--- src/rtl/toggle_monitor_if.sv ---
// Observation bus between a toggle source and its monitor.
// The monitor side takes the slave modport; the stimulus/observer side takes master.
interface toggle_monitor_if #(
  parameter int CNT_W = 8
);
  logic             toggle_in;
  logic             clear;
  logic             edge_pulse;
  logic [CNT_W-1:0] toggle_count;
  logic [CNT_W-1:0] period;
  logic             active;
  logic             limit_reached;
  logic             stalled;

  modport master (
    output toggle_in, clear,
    input  edge_pulse, toggle_count, period, active, limit_reached, stalled
  );

  modport slave (
    input  toggle_in, clear,
    output edge_pulse, toggle_count, period, active, limit_reached, stalled
  );
endinterface

--- src/rtl/toggle_monitor.sv ---
// Synchronises an asynchronous toggle, counts transitions up to a limit,
// measures edge spacing and flags a stall when toggling stops.
module toggle_monitor #(
  parameter int MAX_TOGGLES = 5,
  parameter int TIMEOUT     = 16,
  parameter int CNT_W       = 8
) (
  input  logic              clk,
  input  logic              reset_n,
  toggle_monitor_if.slave   bus
);

  typedef enum logic [1:0] {IDLE, ACTIVE, STALLED, LIMIT} state_t;

  localparam logic [CNT_W-1:0] ONE   = CNT_W'(1);
  localparam logic [CNT_W-1:0] SAT   = '1;
  localparam logic [CNT_W-1:0] MAX_C = CNT_W'(MAX_TOGGLES);
  localparam logic [CNT_W-1:0] TO_C  = CNT_W'(TIMEOUT);

  // sync_q[0]=s1, sync_q[1]=s2, sync_q[2]=history flop s3
  logic [2:0]       sync_q;
  logic             raw_edge;

  state_t           state_q, state_nxt;
  logic [CNT_W-1:0] count_q, count_nxt;
  logic [CNT_W-1:0] period_q, period_nxt;
  logic [CNT_W-1:0] gap_q, gap_nxt;
  logic [CNT_W-1:0] gap_inc, cnt_inc;
  logic             pulse_q, pulse_nxt;
  logic             active_q, limit_q, stalled_q;

  assign raw_edge = sync_q[1] ^ sync_q[2];
  assign gap_inc  = (gap_q == SAT) ? SAT : gap_q + ONE;
  assign cnt_inc  = count_q + ONE;

  always_comb begin
    state_nxt  = state_q;
    count_nxt  = count_q;
    period_nxt = period_q;
    gap_nxt    = gap_inc;
    pulse_nxt  = raw_edge;
    if (bus.clear) begin
      state_nxt  = IDLE;
      count_nxt  = '0;
      period_nxt = '0;
      gap_nxt    = '0;
      pulse_nxt  = 1'b0;
    end else begin
      case (state_q)
        IDLE: if (raw_edge) begin
          count_nxt = ONE;
          gap_nxt   = '0;
          state_nxt = (ONE >= MAX_C) ? LIMIT : ACTIVE;
        end
        ACTIVE, STALLED: begin
          if (raw_edge) begin
            // gap_inc already saturates, so a long stall reads back as all-ones
            count_nxt  = cnt_inc;
            period_nxt = gap_inc;
            gap_nxt    = '0;
            state_nxt  = (cnt_inc >= MAX_C) ? LIMIT : ACTIVE;
          end else if (state_q == ACTIVE && gap_inc == TO_C) begin
            state_nxt = STALLED;
          end
        end
        LIMIT: if (raw_edge) gap_nxt = '0;
        default: state_nxt = IDLE;
      endcase
    end
  end

  always_ff @(posedge clk or negedge reset_n) begin
    if (!reset_n) begin
      sync_q    <= '0;
      state_q   <= IDLE;
      count_q   <= '0;
      period_q  <= '0;
      gap_q     <= '0;
      pulse_q   <= 1'b0;
      active_q  <= 1'b0;
      limit_q   <= 1'b0;
      stalled_q <= 1'b0;
    end else begin
      sync_q    <= {sync_q[1:0], bus.toggle_in};
      state_q   <= state_nxt;
      count_q   <= count_nxt;
      period_q  <= period_nxt;
      gap_q     <= gap_nxt;
      pulse_q   <= pulse_nxt;
      // flags decode the next state so they change on the same edge as the state
      active_q  <= (state_nxt == ACTIVE);
      limit_q   <= (state_nxt == LIMIT);
      stalled_q <= (state_nxt == STALLED);
    end
  end

  assign bus.edge_pulse    = pulse_q;
  assign bus.toggle_count  = count_q;
  assign bus.period        = period_q;
  assign bus.active        = active_q;
  assign bus.limit_reached = limit_q;
  assign bus.stalled       = stalled_q;

endmodule
--- src/flat_wrapper.sv ---
// flat-port wrapper written by rule: the top's interface ports become plain ports
module toggle_monitor_flat 
#(
  parameter int MAX_TOGGLES = 5,
  parameter int TIMEOUT     = 16,
  parameter int CNT_W       = 8
)
  (clk, reset_n, bus_toggle_in, bus_clear, bus_edge_pulse, bus_toggle_count, bus_period, bus_active, bus_limit_reached, bus_stalled);
  toggle_monitor_if #(.CNT_W(CNT_W)) bus_i ();
  input  logic clk;
  input  logic reset_n;
  input wire logic [$bits(bus_i.toggle_in)-1:0] bus_toggle_in;
  input wire logic [$bits(bus_i.clear)-1:0] bus_clear;
  output wire logic [$bits(bus_i.edge_pulse)-1:0] bus_edge_pulse;
  output wire logic [$bits(bus_i.toggle_count)-1:0] bus_toggle_count;
  output wire logic [$bits(bus_i.period)-1:0] bus_period;
  output wire logic [$bits(bus_i.active)-1:0] bus_active;
  output wire logic [$bits(bus_i.limit_reached)-1:0] bus_limit_reached;
  output wire logic [$bits(bus_i.stalled)-1:0] bus_stalled;
  assign bus_i.toggle_in = bus_toggle_in;
  assign bus_i.clear = bus_clear;
  assign bus_edge_pulse = bus_i.edge_pulse;
  assign bus_toggle_count = bus_i.toggle_count;
  assign bus_period = bus_i.period;
  assign bus_active = bus_i.active;
  assign bus_limit_reached = bus_i.limit_reached;
  assign bus_stalled = bus_i.stalled;
  toggle_monitor #(.MAX_TOGGLES(MAX_TOGGLES), .TIMEOUT(TIMEOUT), .CNT_W(CNT_W)) u_core (.clk(clk), .reset_n(reset_n), .bus(bus_i));
endmodule
--- config.mk ---
export PLATFORM = sky130hd
export DESIGN_NAME = toggle_monitor_flat
export DESIGN_NICKNAME = d
export VERILOG_FILES = /design/src/rtl/toggle_monitor_if.sv /design/src/rtl/toggle_monitor.sv /design/src/flat_wrapper.sv
export SDC_FILE = /design/constraint.sdc
export NUM_CORES = 1
export LEC_CHECK = 0
export ABC_CLOCK_PERIOD_IN_PS = 1800
export BUFFER_PORTS_ARGS = -buffer_cell sky130_fd_sc_hd__buf_2
export CELL_PAD_IN_SITES_DETAIL_PLACEMENT = 1
export CELL_PAD_IN_SITES_GLOBAL_PLACEMENT = 1
export CORE_MARGIN = 2
export CORE_UTILIZATION = 40
export DETAILED_ROUTE_END_ITERATION = 6
export GPL_TIMING_DRIVEN = 0
export PLACE_DENSITY_LB_ADDON = 0.1
export SYNTH_ARGS = -nofsm -noshare
export SYNTH_HDL_FRONTEND = slang
export SYNTH_SLANG_ARGS = --single-unit
--- constraint.sdc ---
create_clock -name clk -period 1.8 [get_ports clk]
set_input_delay 0.36 -clock clk [delete_from_list [all_inputs] [get_ports clk]]
set_output_delay 0.36 -clock clk [all_outputs]
set_load 0.01 [all_outputs]
; ---- Yosys cells after proc, flatten, opt, wreduce, memory -nomap -nowiden
; Cells that the tools add are included.
[totals]
mem_bits_rw = 0
mem_bits_ro = 0
register_bits = 33
n_memories = 0
elab_cells = 50
in_bits = 4
latch_bits = 0
out_inout_bits = 20
[classes]
magnitude_cmp = 1
eq_ne = 10
n_mul = 0
bitwise = 1
shift = 0
reduce_logical = 9
add_sub_neg = 2
muxes = 18
n_div = 0
[ops]
columns = cell, n
row1 = 2-to-1 mux 8 bit, 10
row2 = "adder 8 x 1 -> 8 bit, second input constant", 2
row3 = one-hot mux 8 bit (2 select lines), 1
row4 = 2-to-1 mux 2 bit, 5
row5 = "equality test 2 bit, second input constant", 4
row6 = "equality test 8 x 5 -> 1 bit, second input constant", 1
row7 = "equality test 8 bit, second input constant", 1
row8 = "greater-or-equal comparator 8 x 3 -> 1 bit, second input constant", 1
row9 = "inequality test 3 x 2 -> 1 bit, second input constant", 2
row10 = "equality test 2 x 1 -> 1 bit, second input constant", 2
row11 = one-hot mux 2 bit (2 select lines), 1
row12 = nonzero test 2 bit, 2
row13 = OR reduction 4 bit, 1
row14 = AND reduction 3 bit, 1
row15 = nonzero test 3 bit, 1
row16 = zero test 2 bit, 1
row17 = AND reduction 2 bit, 1
row18 = OR reduction 2 bit, 1
row19 = logical AND 1 bit, 1
row20 = 2-to-1 mux 1 bit, 1
row21 = bitwise XOR 1 bit, 1

; ---- Depth between registers and ports, before layout
[depth]
depth_word = 9
ltp_mapped = 7
mapped_depth_nobuf = 7

; ---- Worst setup path before layout
; No wires, ideal clock.
[synth_timing]
path_kind = reg2reg
start = reg u_core.count_q[0], in the netlist u_core.bus.toggle_count[0]
end = reg u_core.limit_q, in the netlist u_core.bus.limit_reached
arrival_time_ps = 1617
required_time_ps = 1664
n_path_buf = 0
path_stages_with_launch = 7
setup_ps = 136
slack_ps = 47
synth_period_minus_slack_ps = 1753
path_cell_list = dfrtp_1 > ha_1 > xor2_1 > a221o_1 > a21oi_1 > and4_4 > nor3b_2
[synth_via]
elab_chain_cells = 7
[synth_rtl]
columns = item, line_no
row1 = "start, declared", toggle_monitor.sv:25  ; logic [CNT_W-1:0] count_q, count_nxt;
row2 = "start signal, assigned", toggle_monitor.sv:86  ; count_q <= count_nxt;
row3 = adder 8 x 1 -> 8 bit, toggle_monitor.sv:34  ; assign cnt_inc = count_q + ONE;
row4 = greater-or-equal comparator 8 x 3 -> 1 bit, toggle_monitor.sv:61  ; state_nxt = (cnt_inc >= MAX_C) ? LIMIT : ACTIVE;
row5 = 2-to-1 mux 2 bit, toggle_monitor.sv:61
row6 = 2-to-1 mux 2 bit, toggle_monitor.sv:56  ; if (raw_edge) begin
row7 = one-hot mux 2 bit (2 select lines), toggle_monitor.sv:49  ; case (state_q)
row8 = 2-to-1 mux 2 bit, toggle_monitor.sv:42  ; if (bus.clear) begin
row9 = equality test 2 bit, toggle_monitor.sv:92  ; limit_q <= (state_nxt == LIMIT);
row10 = "end signal, assigned", toggle_monitor.sv:92
row11 = "end, declared", toggle_monitor.sv:30  ; logic active_q, limit_q, stalled_q;
; Every way passes these cells.
; A chain may end at the register's enable or synchronous reset.

; ---- Worst setup path after layout
[layout_timing]
start = reg u_core.gap_q[1]
end = reg u_core.active_q, in the netlist u_core.bus.active
[layout_via]
elab_chain_cells = 9
word_cells_on_any_way = 10
cone_classes = add/sub: 1 / eq/ne: 3 / mux: 5 / reduce/logical: 1
[layout_rtl]
columns = item, line_no
row1 = "start, declared", toggle_monitor.sv:27  ; logic [CNT_W-1:0] gap_q, gap_nxt;
row2 = "start signal, assigned", toggle_monitor.sv:88  ; gap_q <= gap_nxt;
row3 = adder 8 x 1 -> 8 bit or equality test 8 bit (tied branches), toggle_monitor.sv:33  ; assign gap_inc = (gap_q == SAT) ? SAT : gap_q + ONE;
row4 = 2-to-1 mux 8 bit *, toggle_monitor.sv:33
row5 = equality test 8 x 5 -> 1 bit *, toggle_monitor.sv:62  ; end else if (state_q == ACTIVE && gap_inc == TO_C) begin
row6 = logical AND 1 bit *, toggle_monitor.sv:62
row7 = 2-to-1 mux 2 bit *, toggle_monitor.sv:62
row8 = 2-to-1 mux 2 bit *, toggle_monitor.sv:56
row9 = one-hot mux 2 bit (2 select lines) *, toggle_monitor.sv:49
row10 = 2-to-1 mux 2 bit *, toggle_monitor.sv:42
row11 = equality test 2 x 1 -> 1 bit *, toggle_monitor.sv:91  ; active_q <= (state_nxt == ACTIVE);
row12 = "end signal, assigned", toggle_monitor.sv:91
row13 = "end, declared", toggle_monitor.sv:30
; Every way passes the cells marked *; elsewhere a longest branch is shown, timed or not.

==> implementation parameters <==
Parameter                              Value

Synthesis
  Library cells used by synthesis    50
  Synth Warn #    0
  Number of enable-type register cells in the synthesized netlist    0
  Async set or reset register ratio after synthesis    100.0%
  Cell accounting for the most synthesized area    dfrtp_1
  Syn Area/Cell    9.961 µm²
  Share of synthesized area occupied by flip-flops and latches    46.06%
  Dominant cells by area after synthesis    dfrtp_1 (46%), nor2_1 (6.3%), ha_1 (4.9%)
  Most frequently used flop master after synthesis    dfrtp_1
  Post-synthesis net count    191
  Number of standard cells after synthesis    180
  Synthesis-stage register bit count    33
  Fraction of post-synthesis cell area in the top cell type by area    around 46%
  Syn Std Cell Area    approximately 0.0018 mm²

Worst setup path
  Reg2Reg Depth    6
  Slowest library cell on the worst path    dfrtp_1
  Chain of cells forming the critical path    ha_4, nor4b_4, nand4b_1, o21ai_2, o311ai_4, o21a_1
  Reg2Reg Setup Slack    50 ps
  Critical register-to-register path startpoint    u_core.gap_q[1]
  Buffers & Inverters on Critical Path    0
  Required time reported for the critical path endpoint    1980 ps
  Arr. time, crit path    1930 ps
  Startpoint kind of the worst setup timing path    flop
  Reg2Reg Capture Point    u_core.bus.active
  Setup crit end kind    flop
  Maximum cell stage delay along the critical path    410 ps
  Worst path top cell family by delay    compound AO/OA/AOI/OAI gates
  Maximum fanout along the worst path    4
  Critical path start-end classification    flop to flop

Clocking
  Clk sinks    33
  Inserted Clock Buffers    5
  Root buffer selected by CTS    clkbuf_8
  Clock slew at the register clock pins of the worst setup and hold paths    70 ps
  Buffer depth of the longest clock path    2
  Insertion delay to the later sink of the worst-skew pair    280 ps
  Clock H-tree levels    2
  CTS tree    yes

Power
  Pleak    a little over 1 nW
  Worst VDD drop    387.9 µV
  Power per cell area    806.5 mW/mm²
  Pwr Total    1.801 mW

Route
  Remaining routing DRC violations    0
  Routed wire length    approximately 4400 µm
  Via density per instance    5.435
  Iteration count of the initial detailed-routing pass    4
  WL/cell    16.08 µm
  Final ANT Viol Nets    0
  Violation count after the first detailed-routing iteration    44
  Vias after detailed routing    1473

STA
  Fin Clk Skew    2.960 ps
  Number of endpoints with negative hold slack in the final report    0
  Final setup margin    between 50 and 60 ps
  FMAX    0.5721 GHz
  Tightest slew margin relative to the limit    roughly 50%
  Transition time at the pin with the least slew margin    752.6 ps
  Worst hold slack    approximately 140 ps
  Period Utilization, post-route    97.11%
  RSZ-0062 raised after global routing    yes
  Clock period minus worst slack    1748 ps
  Final-report max-slew violation count    0
  Setup violators final    0

Final layout
  Most common cell after layout, fill and taps aside    nor2_1
  # diodes    0
  Highest-count cells in the layout ignoring fill and taps    nor2_1 (30), dfrtp_1 (29), buf_2 (22)
  Layout overhead on the synthesized area    24.56%
  Fraction of final layout cells sized beyond drive strength 1    a little over a third
  Layout Nets    230

Global route
  Antenna violations before repair    0
  Combined global-route utilization of all metal layers    between 10% and 20%
  Grt total ovfl    0
  Via count of the first global-routing pass    between 1000 and 1500
  Global-route wire length before repair    between 7000 and 8000 µm
  Pin count of the biggest net entering global routing    34

Floorplanning
  Height of the die    70.95 µm
  Top-level I/O count    24
  Area enclosed by the die boundary    just over 0.005 mm²
  FP Rows    24
  Die outline width    70.95 µm
  Core ar.    0.004324 mm²
  Initial core utilization    41.46%

Placement
  Post-place setup slack    -286.5 ps
  GP Congestion    around 0.8
  Count of input and output buffers    22
  Half-perimeter wire length of the detailed placement result    between 2000 and 3000 µm

Status
  Result of the run    complete, no violations

Hold path
  Class of the worst hold path    input port to asynchronous set/reset pin

Job
  Max-capacitance violation count    0
[registers in the layout (all words and copies together), names as in the netlist]
| name | cells |
|---|---|
| u_core.bus.active | 1 |
| u_core.bus.edge_pulse | 1 |
| u_core.bus.limit_reached | 1 |
| u_core.bus.period | 8 |
| u_core.bus.stalled | 1 |
| u_core.bus.toggle_count | 8 |
| u_core.gap_q | 8 |
| u_core.state_q | 2 |
| u_core.sync_q | 3 |
[metrics by stage]
step / TNS [ps] / utilization (%) / cells / instance area (µm²)
after floorplan: 0 / - / 180 / 1793
after global placement: -2529 / 45.52 / 254 / 1968
after detailed placement: -2747 / 45.52 / 254 / 1968
after CTS: -41.27 / 49.80 / 264 / 2153
after global routing: -46.17 / 51.65 / 271 / 2233
final: 0 / 51.65 / 271 / 2233
[synthesized netlist by cell type (4+ instances only)]
library cell / instances
dfrtp_1: 33
and3_1: 4
nor2_1: 30
nand3_1: 7
ha_1: 7
xor2_1: 4
a21oi_1: 10
nand4_1: 4
nand2_1: 11
a211oi_1: 5
inv_1: 6
[worst max path at each step]
stage / start / depth (start not counted) / slack [ps] / endpoint
final: u_core.gap_q[1] / 6 / 50 / u_core.bus.active
after global routing: u_core.gap_q[1] / 6 / -20 / u_core.bus.active
after floorplan: u_core.bus.toggle_count[0] / 6 / 50 / u_core.bus.limit_reached
after detailed placement: u_core.state_q[1] / 7 / -290 / u_core.bus.period[5]
after CTS: u_core.state_q[1] / 6 / -20 / u_core.bus.toggle_count[0]
after global placement: u_core.state_q[1] / 7 / -250 / u_core.bus.period[5]
[cell families after synthesis]
family	share of synthesized area, %
buffers and inverters	4.674
xor gates and xnor gates	3.838
and+or+nand+nor	23.45
muxes	2.442
adders and majority gates	4.885
AOI/OAI and AO/OA	14.66
DFF	46.06
[where the power goes]
group / leakage, nW / total (mW) / internal (mW) / switching [mW]
logic: 0.542 / 0.409 / 0.176 / 0.233
clock network: 0.0433 / 0.575 / 0.302 / 0.272
registers: 0.440 / 0.817 / 0.785 / 0.0323
[routing by layer]
layer	vias up	global-route usage [%]	share of wire (%)
met4	0	6.289	1.7
met2	26	31.15	48
li1	713	-	-
met5	-	0	0
met1	726	24.47	47
met3	8	4.131	3.1
[area by class of cell]
type                       count  area (µm²)
fill                         499        2091
timing repair buffer          32       185.2
inverter                       6       26.28
clock inverter                 1       7.507
buffer                         7       63.81
sequential                    33       830.8
tap                           52       65.06
multi-input combinational    134       972.2
clock buffer                   6       82.58
[timing repair]
item / CTS / global route
buffers inserted: 3 / 7
resized for setup: 13 / 8
hold buffers: 0 / 0
pin swaps: 6 / 8
endpoints found under the setup margin: 22 / 18
Note: power is estimated with default switching activity, not from simulation.
